File: config.mk
export PLATFORM = sky130hd
export DESIGN_NAME = rf_write_scheduler
export DESIGN_NICKNAME = d
export VERILOG_FILES = /design/src/rtl/rf_write_scheduler.sv
export SDC_FILE = /design/constraint.sdc
export NUM_CORES = 1
export LEC_CHECK = 0
export CAP_MARGIN = 15
export CORE_UTILIZATION = 45
export DETAILED_ROUTE_END_ITERATION = 10
export PLACE_DENSITY = 0.75
export SLEW_MARGIN = 20
export SYNTH_ARGS = -nofsm -noshare
export SYNTH_HDL_FRONTEND = slang
export SYNTH_SLANG_ARGS = --single-unit
File: constraint.sdc
create_clock -name clk -period 5.3 [get_ports clk]
set_input_delay 0.795 -clock clk [delete_from_list [all_inputs] [get_ports clk]]
set_output_delay 0.795 -clock clk [all_outputs]
set_load 0.01 [all_outputs]
File: src/rtl/rf_write_scheduler.sv
// Write-port scheduler and long-op scoreboard for the RegFile: arbitrates writeback against
// buffered long-latency results, tracks pending destinations and stalls decode on hazards.
module rf_write_scheduler #(
    parameter int MAX_OUTSTANDING = 4,
    parameter int STARVE_LIMIT    = 8
) (
    input  logic        clk,
    input  logic        rst,
    input  logic        id_valid,
    input  logic [4:0]  id_rs1_addr,
    input  logic [4:0]  id_rs2_addr,
    input  logic [4:0]  id_rd_addr,
    input  logic        id_uses_rs1,
    input  logic        id_uses_rs2,
    input  logic        id_writes_rd,
    input  logic        id_is_long,
    output logic        id_stall,
    input  logic        wb_we,
    input  logic [4:0]  wb_addr,
    input  logic [31:0] wb_data,
    input  logic        lu_valid,
    output logic        lu_ready,
    input  logic [4:0]  lu_addr,
    input  logic [31:0] lu_data,
    output logic        rf_regwrite,
    output logic [4:0]  rf_writereg_addr,
    output logic [31:0] rf_writedata,
    output logic        pipe_hold,
    output logic [31:0] busy_vec,
    output logic [3:0]  outstanding
);

    localparam int WAIT_W = $clog2(STARVE_LIMIT + 1);

    logic [31:1]       busy_q;
    logic [3:0]        outstanding_q;
    logic [4:0]        fifo_addr [2];
    logic [31:0]       fifo_data [2];
    logic              wr_ptr;
    logic              rd_ptr;
    logic [1:0]        fifo_cnt;
    logic [WAIT_W-1:0] wait_cnt;
    logic              hold_q;

    logic        head_valid;
    logic [4:0]  head_addr;
    logic [31:0] head_data;
    logic        head_nz;
    logic        grant_head;
    logic        grant_wb;
    logic        retire;
    logic        hazard;
    logic        issue_long;
    logic        accept;
    logic        hold_next;
    logic [31:0] busy_next;

    assign busy_vec    = {busy_q, 1'b0};
    assign outstanding = outstanding_q;
    assign pipe_hold   = hold_q;

    assign head_valid = (fifo_cnt != 2'd0);
    assign head_addr  = fifo_addr[rd_ptr];
    assign head_data  = fifo_data[rd_ptr];
    assign head_nz    = (head_addr != 5'd0);

    // A held cycle belongs to the starved head; otherwise writeback wins the port.
    always_comb begin
        grant_head = 1'b0;
        grant_wb   = 1'b0;
        if (!rst) begin
            if (hold_q && head_valid)
                grant_head = 1'b1;
            else if (wb_we && (wb_addr != 5'd0) && !hold_q)
                grant_wb = 1'b1;
            else if (head_valid && head_nz)
                grant_head = 1'b1;
        end
    end

    assign rf_regwrite      = grant_wb | (grant_head & head_nz);
    assign rf_writereg_addr = grant_head ? head_addr : (grant_wb ? wb_addr : 5'd0);
    assign rf_writedata     = grant_head ? head_data : (grant_wb ? wb_data : 32'd0);

    assign retire = head_valid & ~rst & (~head_nz | grant_head);

    assign hazard = (id_uses_rs1 && (id_rs1_addr != 5'd0) && busy_vec[id_rs1_addr])
                  | (id_uses_rs2 && (id_rs2_addr != 5'd0) && busy_vec[id_rs2_addr])
                  | (id_writes_rd && (id_rd_addr != 5'd0) && busy_vec[id_rd_addr])
                  | (id_is_long && (outstanding_q == 4'(MAX_OUTSTANDING)));

    assign id_stall   = id_valid & (rst | hazard | hold_q);
    assign issue_long = id_valid & ~id_stall & id_is_long;

    assign lu_ready = (fifo_cnt < 2'd2) & ~rst;
    assign accept   = lu_valid & lu_ready;

    assign hold_next = head_valid & ~retire & head_nz
                     & (wait_cnt == WAIT_W'(STARVE_LIMIT - 1));

    // Issue-set and retire-clear never collide: issuing to a busy rd stalls.
    always_comb begin
        busy_next = busy_vec;
        if (retire && head_nz)
            busy_next[head_addr] = 1'b0;
        if (issue_long && id_writes_rd && (id_rd_addr != 5'd0))
            busy_next[id_rd_addr] = 1'b1;
        busy_next[0] = 1'b0;
    end

    always_ff @(posedge clk) begin
        if (rst) begin
            busy_q        <= '0;
            outstanding_q <= '0;
            wr_ptr        <= 1'b0;
            rd_ptr        <= 1'b0;
            fifo_cnt      <= 2'd0;
            wait_cnt      <= '0;
            hold_q        <= 1'b0;
        end else begin
            busy_q <= busy_next[31:1];
            case ({issue_long, retire})
                2'b10:   outstanding_q <= outstanding_q + 4'd1;
                2'b01:   outstanding_q <= outstanding_q - 4'd1;
                default: outstanding_q <= outstanding_q;
            endcase
            if (accept)
                wr_ptr <= ~wr_ptr;
            if (retire)
                rd_ptr <= ~rd_ptr;
            case ({accept, retire})
                2'b10:   fifo_cnt <= fifo_cnt + 2'd1;
                2'b01:   fifo_cnt <= fifo_cnt - 2'd1;
                default: fifo_cnt <= fifo_cnt;
            endcase
            if (!head_valid || retire)
                wait_cnt <= '0;
            else if (head_nz)
                wait_cnt <= wait_cnt + 1'b1;
            hold_q <= hold_next;
        end
    end

    always_ff @(posedge clk) begin
        if (accept) begin
            fifo_addr[wr_ptr] <= lu_addr;
            fifo_data[wr_ptr] <= lu_data;
        end
    end

endmodule

# Word-level counts from Yosys, hierarchy flattened
# Memories as Yosys holds them, arrays and structs flattened. A register that Yosys moved wholly into a read port is not among the register bits.
# Index checks and enable logic that the tools add are counted.
[totals]
ff_bits = 44
ram_bits = 74
latchBits = 0
n_memories = 2
romBits = 0
out_inout_bits = 77
inputBits = 98
[memory_table]
columns = ["memory", "depth", "word_bits", "rd", "rd_clocked_by_memory_dff", "write_ports", "line", "rtl"]
rows = [
  ["fifo_data", 2, 32, 1, 1, 1, "38", "logic [31:0] fifo_data [2];"],
  ["fifo_addr", 2, 5, 1, 1, 1, "37", "logic [4:0] fifo_addr [2];"],
]
[classes]
mux = 31
n_bitwise = 27
div_mod_pow = 0
n_addsub = 5
n_reduce_logical = 28
shifts = 0
magnitude_cmp = 7
eq_ne = 6
mul = 0
[op_table]
columns = ["op", "count"]
rows = [
  ["32-bit two-way mux", 4],
  ["32-bit AND", 1],
  ["32-bit NOT", 1],
  ["32-bit OR", 1],
  ["5-bit nonzero test", 5],
  ["5-bit by 6-bit < comparator with 1-bit output (second input constant)", 4],
  ["1-bit two-way mux", 18],
  ["1-bit logical AND", 16],
  ["1-bit binary-select mux with 5-bit select", 3],
  ["1-bit AND", 11],
  ["1-bit demux with 5-bit select", 2],
  ["5-bit by 1-bit >= comparator with 1-bit output (second input constant)", 2],
  ["5-bit two-way mux", 2],
  ["4-bit by 1-bit adder with 4-bit output (second input constant)", 2],
  ["4-bit by 3-bit == test with 1-bit output (second input constant)", 2],
  ["4-bit one-hot mux with 2 select lines", 1],
  ["1-bit OR", 7],
  ["1-bit NOT", 6],
  ["2-bit nonzero test", 3],
  ["2-bit by 1-bit == test with 1-bit output (second input constant)", 2],
  ["2-bit == test (second input constant)", 2],
  ["2-bit one-hot mux with 2 select lines", 1],
  ["4-bit by 1-bit subtractor with 4-bit output (second input constant)", 1],
  ["2-bit by 1-bit adder with 2-bit output (second input constant)", 1],
  ["5 further kinds", 6],
]

# Logic depth before layout (Yosys ltp)
[logic_depth]
ltp_word = 15
mapped_depth = 14
ltp_nobuf = 12

# Least setup slack after synthesis
# OpenSTA, ideal clock, no wires.
[synth_path]
path_kind = "input to register"
start = "input id_rd_addr[0]"
end = "register outstanding_q[3] (netlist: outstanding[3])"
cell_stages = 13
required_time_ps = 5229
path_buffers = 1
t_arrival_ps = 4004
slack_ps = 1226
path_cell_list = "buf_6 -> mux4_1 -> a32o_1 -> a311oi_4 -> a31oi_1 -> or4_1 -> ha_1 -> ha_1 -> a21o_1 -> a21oi_1 -> xnor2_1 -> or3_1 -> a21oi_1"
[synth_between]
elab_chain_len = 13
word_cells_on_any_way = 17
classes_between = "eq/ne (2); mux (3); bitwise (8); reduce/logical (4)"
[synth_rtl]
columns = ["element", "line", "rtl"]
rows = [
  ["start, declared", "12", "input logic [4:0] id_rd_addr,"],
  ["1-bit binary-select mux with 5-bit select or 5-bit nonzero test (tied branches)", "89", "| (id_writes_rd && (id_rd_addr != 5'd0) && busy_vec[id_rd_addr])"],
  ["1-bit two-way mux (implied by the code) or 1-bit logical AND (tied branches)", "89", ""],
  ["1-bit logical AND (*)", "89", ""],
  ["1-bit OR (*)", "89", ""],
  ["1-bit OR (*)", "90", "| (id_is_long && (outstanding_q == 4'(MAX_OUTSTANDING)));"],
  ["1-bit OR (*) (2 in a row)", "92", "assign id_stall = id_valid & (rst | hazard | hold_q);"],
  ["1-bit AND (*)", "92", ""],
  ["1-bit NOT (*)", "93", "assign issue_long = id_valid & ~id_stall & id_is_long;"],
  ["1-bit AND (*) (2 in a row)", "93", ""],
  ["2-bit by 1-bit == test with 1-bit output or 2-bit == test (tied branches)", "122", "case ({issue_long, retire})"],
  ["4-bit one-hot mux with 2 select lines or 2-bit nonzero test (tied branches)", "--", ""],
  ["end signal, assigned", "123", "2'b10: outstanding_q <= outstanding_q + 4'd1;"],
  ["end signal, assigned", "124", "2'b01: outstanding_q <= outstanding_q - 4'd1;"],
  ["end signal, assigned", "125", "default: outstanding_q <= outstanding_q;"],
  ["end, declared", "36", "logic [3:0] outstanding_q;"],
]
# Mark *: on every way between the ends. The rest lies on a longest branch, timed or not. The select of a mux whose other input is x is not followed.
# A chain may end at the register's enable or synchronous reset.

# Worst setup path in the final report
[layout_path]
start = "input id_rs2_addr[0]"
end = "output id_stall"
[layout_between]
elab_chain_len = 9
word_cells_on_any_way = 11
classes_between = "mux (2); bitwise (6); reduce/logical (3)"
[layout_rtl]
columns = ["element", "line", "rtl"]
rows = [
  ["start, declared", "11", "input logic [4:0] id_rs2_addr,"],
  ["1-bit binary-select mux with 5-bit select or 5-bit nonzero test (tied branches)", "88", "| (id_uses_rs2 && (id_rs2_addr != 5'd0) && busy_vec[id_rs2_addr])"],
  ["1-bit two-way mux (implied by the code) or 1-bit logical AND (tied branches)", "88", ""],
  ["1-bit logical AND (*)", "88", ""],
  ["1-bit OR (*)", "88", ""],
  ["1-bit OR (*)", "89", ""],
  ["1-bit OR (*)", "90", ""],
  ["1-bit OR (*) (2 in a row)", "92", ""],
  ["1-bit AND (*)", "92", ""],
  ["end, declared", "17", "output logic id_stall,"],
]
# Marked as above.

==> results.sh <==
export IMPL_outcome="finished, final reports clean"
export IMPL_antenna_cells_inserted=0
export IMPL_drt_wirelength_per_cell_um=21.0
export IMPL_area_delta_synth_final_pct=37.2
export IMPL_drt_drc_violations_left=0
export IMPL_report_final_hold_viol_count=0
export IMPL_viasPerCell=6.07
export IMPL_layout_nets=876
export IMPL_finish_utilization_pct=64.3
export IMPL_cellLeakagePower_uw=0.00307
export IMPL_worst_ep_arrival_time_ns=3.86
export IMPL_fin_worst_hold_slack_ns=0.457
export IMPL_y_dimension_of_the_die_um=123
export IMPL_count_of_standard_cell_rows=43
export IMPL_worst_r2r_setup_slack_ns=1.34
export IMPL_initial_utilization_pct=46.9
export IMPL_worstPathRequired_ns=4.51
export IMPL_pwr_share_comb_pct=14.6
export IMPL_hold_class="register to register"
export IMPL_final_cell_area_mm2=0.00910
export IMPL_detail_route_iter0_violations=555
export IMPL_htreeDepth=4
export IMPL_final_setup_viol_count=0
export IMPL_synth_cells=612
export IMPL_clkPwrFrac_pct=44.6
export IMPL_detail_route_first_pass_iterations=5
export IMPL_tritoncts="done"
export IMPL_cts_hold_buffers_added=0
export IMPL_ys_flop_type="edfxtp_1"
export IMPL_worstSkewPairLatency_ns=0.42
export IMPL_final_layout_size_suffix_gt1_share_pct=12.9
export IMPL_grt_antenna_before_repair=0
export IMPL_critPathKind="input pin to primary output"
export IMPL_dr_total_vias=5857
export IMPL_peak_clock_frequency_supported_by_timing_mhz=215
export IMPL_yosys_warnings=0
export IMPL_post_place_cell_area_mm2=0.00848
export IMPL_synth_enable_flop_cells=74
export IMPL_worst_r2r_cell_count=12
export IMPL_synth_seq_cells=119
export IMPL_placement_io_buffers=173
export IMPL_tritoncts_num_buffers=17
export IMPL_path_clk_slew_ns=0.05
export IMPL_critPathLaunch="id_rs2_addr[0]"
export IMPL_cts_repair_resized=0
export IMPL_hold_path_startpoint="wait_cnt[0]$_SDFFE_PP0P_"
export IMPL_grt_overflow_total=0
export IMPL_final_period_utilization_pct=87.8
export IMPL_hold_path_endpoint="wait_cnt[0]$_SDFFE_PP0P_"
export IMPL_ios=175
export IMPL_post_synthesis_area_per_instance_um2=10.8
export IMPL_die_area_mm2=0.0152
export IMPL_worstReg2RegStart="busy_q[10]$_SDFF_PP0_"
export IMPL_period_needed_ns=4.65
export IMPL_synth_cell_type_count=64
export IMPL_max_cap_viol_count=0
export IMPL_grt_pass1_wl_mm=30.9
export IMPL_clock_skew_final_ns=0.0108
export IMPL_drv_slew=0
export IMPL_clock_path_buffers=2
export IMPL_fin_tns_setup_ns=0
export IMPL_fp_dieW_um=123
export IMPL_grt_start_max_net_pins=41
export IMPL_critical_path_peak_fanout=32
export IMPL_synth_sequential_area_ratio_pct=47.1
export IMPL_net_switching_power_uw=620
export IMPL_switching_share_pct=24.3
export IMPL_grt_pass1_vias=5775
export IMPL_cts_root_buf="clkbuf_16"
export IMPL_tightest_slew_ns=0.988
export IMPL_powerDensity_mw_per_mm2=281
export IMPL_timing_critical_path_from_type="input pin"
export IMPL_clkSinkCount=119
export IMPL_final_fill_count=1106
export IMPL_synth_nets=716
export IMPL_gr_usage_all_layers_pct=27.5
export IMPL_timing_rr_end="outstanding[3]$_SDFFE_PP0P_"
export IMPL_ant_nets=0
export IMPL_peakVddDrop_v=0.000198
export IMPL_maxSlewHeadroom_pct=34.1
export IMPL_worstHoldPathCells=1
export IMPL_grt_setup_unrepaired="no"
export IMPL_cp_end_kind="primary output"
export IMPL_intPower_uw=1930
export IMPL_routabilityCongestion=0.929
export IMPL_core_area_mm2=0.0141
export IMPL_power_frac_seq_pct=40.8
export IMPL_synthArstFlopShare_pct=0
export IMPL_post_cts_setup_buffers=0
export IMPL_mappedNetlistArea_mm2=0.00663
export IMPL_dp_final_hpwl_mm=14.3
export IMPL_postRouteWirelength_mm=20.3
worst max-delay path, cell delays in order:
cell,delay [ns]
clkdlybuf4s50_1,0.85
mux4_2,0.58
a32oi_1,0.20
a31oi_1,0.10
o21a_1,0.17
buf_4,0.29
o31a_1,0.35
clkdlybuf4s50_1,0.48
metal layers:
metal	wire length (um)	global-route usage (%)
met1	8240	34.8
met2	9380	42.9
met3	1940	7.56
met4	733	14.4
met5	0	0
layout by cell type, fill, tap and decap left out, drive strengths merged, types with 4 or more instances in the layout:
cell type      netlist  final
clkdlybuf4s50        0    173
o21ai               75     75
edfxtp              74     74
nand2               54     54
dfxtp               45     45
mux2i               42     42
nor2b               40     40
o41ai               27     27
nor2                26     26
or2                 21     21
clkbuf              30     19
nand4               16     16
mux4                13     13
inv                 13     13
buf                 14     12
mux2                12     12
a21oi               11     11
nand3               11     11
clkinv               0      8
o31ai                7      7
a31oi                5      5
nand2b               5      5
xor2                 5      5
ha                   5      5
nor3b                4      4
nor3                 4      4
nand3b               4      4
xnor2                4      4
cell usage after synthesis, types with 3 or more instances:
library cell  instances  area, um^2
nand2_1              54         203
nand3b_1              4        30.0
or3_1                 3        18.8
clkbuf_1             28         105
buf_1                 5        18.8
xnor2_1               4        35.0
xor2_1                5        43.8
inv_1                11        41.3
o21ai_0               9        45.0
ha_1                  5        62.6
mux4_2               12         270
edfxtp_1             74        2220
or2_2                18         113
nor3_1                4        20.0
or4_1                 3        22.5
buf_6                 3        33.8
buf_2                 5        25.0
a21oi_1              11        55.1
o21ai_1              66         330
nand2b_1              5        31.3
o41ai_2              20         325
o22ai_1               3        18.8
nor4_1                3        18.8
mux2_1               10         113
a31oi_1               5        31.3
nor2b_1              40         250
nand4_1              16         100
o31ai_1               7        52.6
dfxtp_1              45         901
or2_1                 3        18.8
nand3_1              10        50.1
nor3b_1               4        30.0
nor2_1               26        97.6
a32oi_1               3        26.3
mux2i_1              42         420
o41ai_1               7        61.3
flip-flops by register name, indices dropped and copies added, names as in the netlist, 2 cells and up, named ones only:
signal,cells
fifo_data,64
fifo_cnt,2
wait_cnt,4
busy_q,31
outstanding,4
fifo_addr,10
area by class of cell:
| type | instances | area, um^2 | share of cell area (%) |
|---|---|---|---|
| multi-input combinational | 436 | 3270 | 35.9 |
| sequential | 119 | 3120 | 34.3 |
| timing repair buffer | 185 | 1840 | 20.2 |
| clock buffer | 19 | 433 | 4.76 |
| tap | 180 | 225 | 2.48 |
| clock inverter | 13 | 156 | 1.72 |
| inverter | 13 | 48.8 | 0.536 |
worst max-delay path by stage:
stage / depth (start not counted) / slack (ns) / end
floorplan: 13 / 1.23 / outstanding[3]$_SDFFE_PP0P_
global placement: 13 / 0.51 / outstanding[3]$_SDFFE_PP0P_
detailed placement: 13 / 0.28 / outstanding[3]$_SDFFE_PP0P_
CTS: 8 / 0.67 / id_stall
global route: 13 / 0.50 / outstanding[3]$_SDFFE_PP0P_
finish: 8 / 0.65 / id_stall
stage by stage:
| step | cells | total power [uW] | setup WS (ns) |
|---|---|---|---|
| after floorplan | 612 | 1240 | 1.23 |
| after global placement | 932 | 1420 | 0.509 |
| after detailed placement | 932 | 1430 | 0.285 |
| after CTS | 964 | 2560 | 0.671 |
| after global routing | 965 | 2630 | 0.501 |
| final | 965 | 2550 | 0.649 |
cells by family after synthesis:
kind of cell / count (synthesis) / share of synthesized area, %
compound gates: 156 / 18.0
xor+xnor: 9 / 1.19
fa+ha+maj: 6 / 1.25
buf+inv: 57 / 3.76
flops: 119 / 47.1
mux: 67 / 12.9
other cells: 1 / 0.0566
simple gates: 197 / 15.8
power by group through the flow:
stage	sequential, uW	clock [uW]	combinational [uW]
5_1_grt	1050	1190	402
6_report	1040	1140	373
4_1_cts	1040	1150	369
3_5_place_dp	1060	0	365
2_1_floorplan	1050	0	190
3_3_place_gp	1060	0	359
Note: power is estimated with default switching activity, not from simulation.
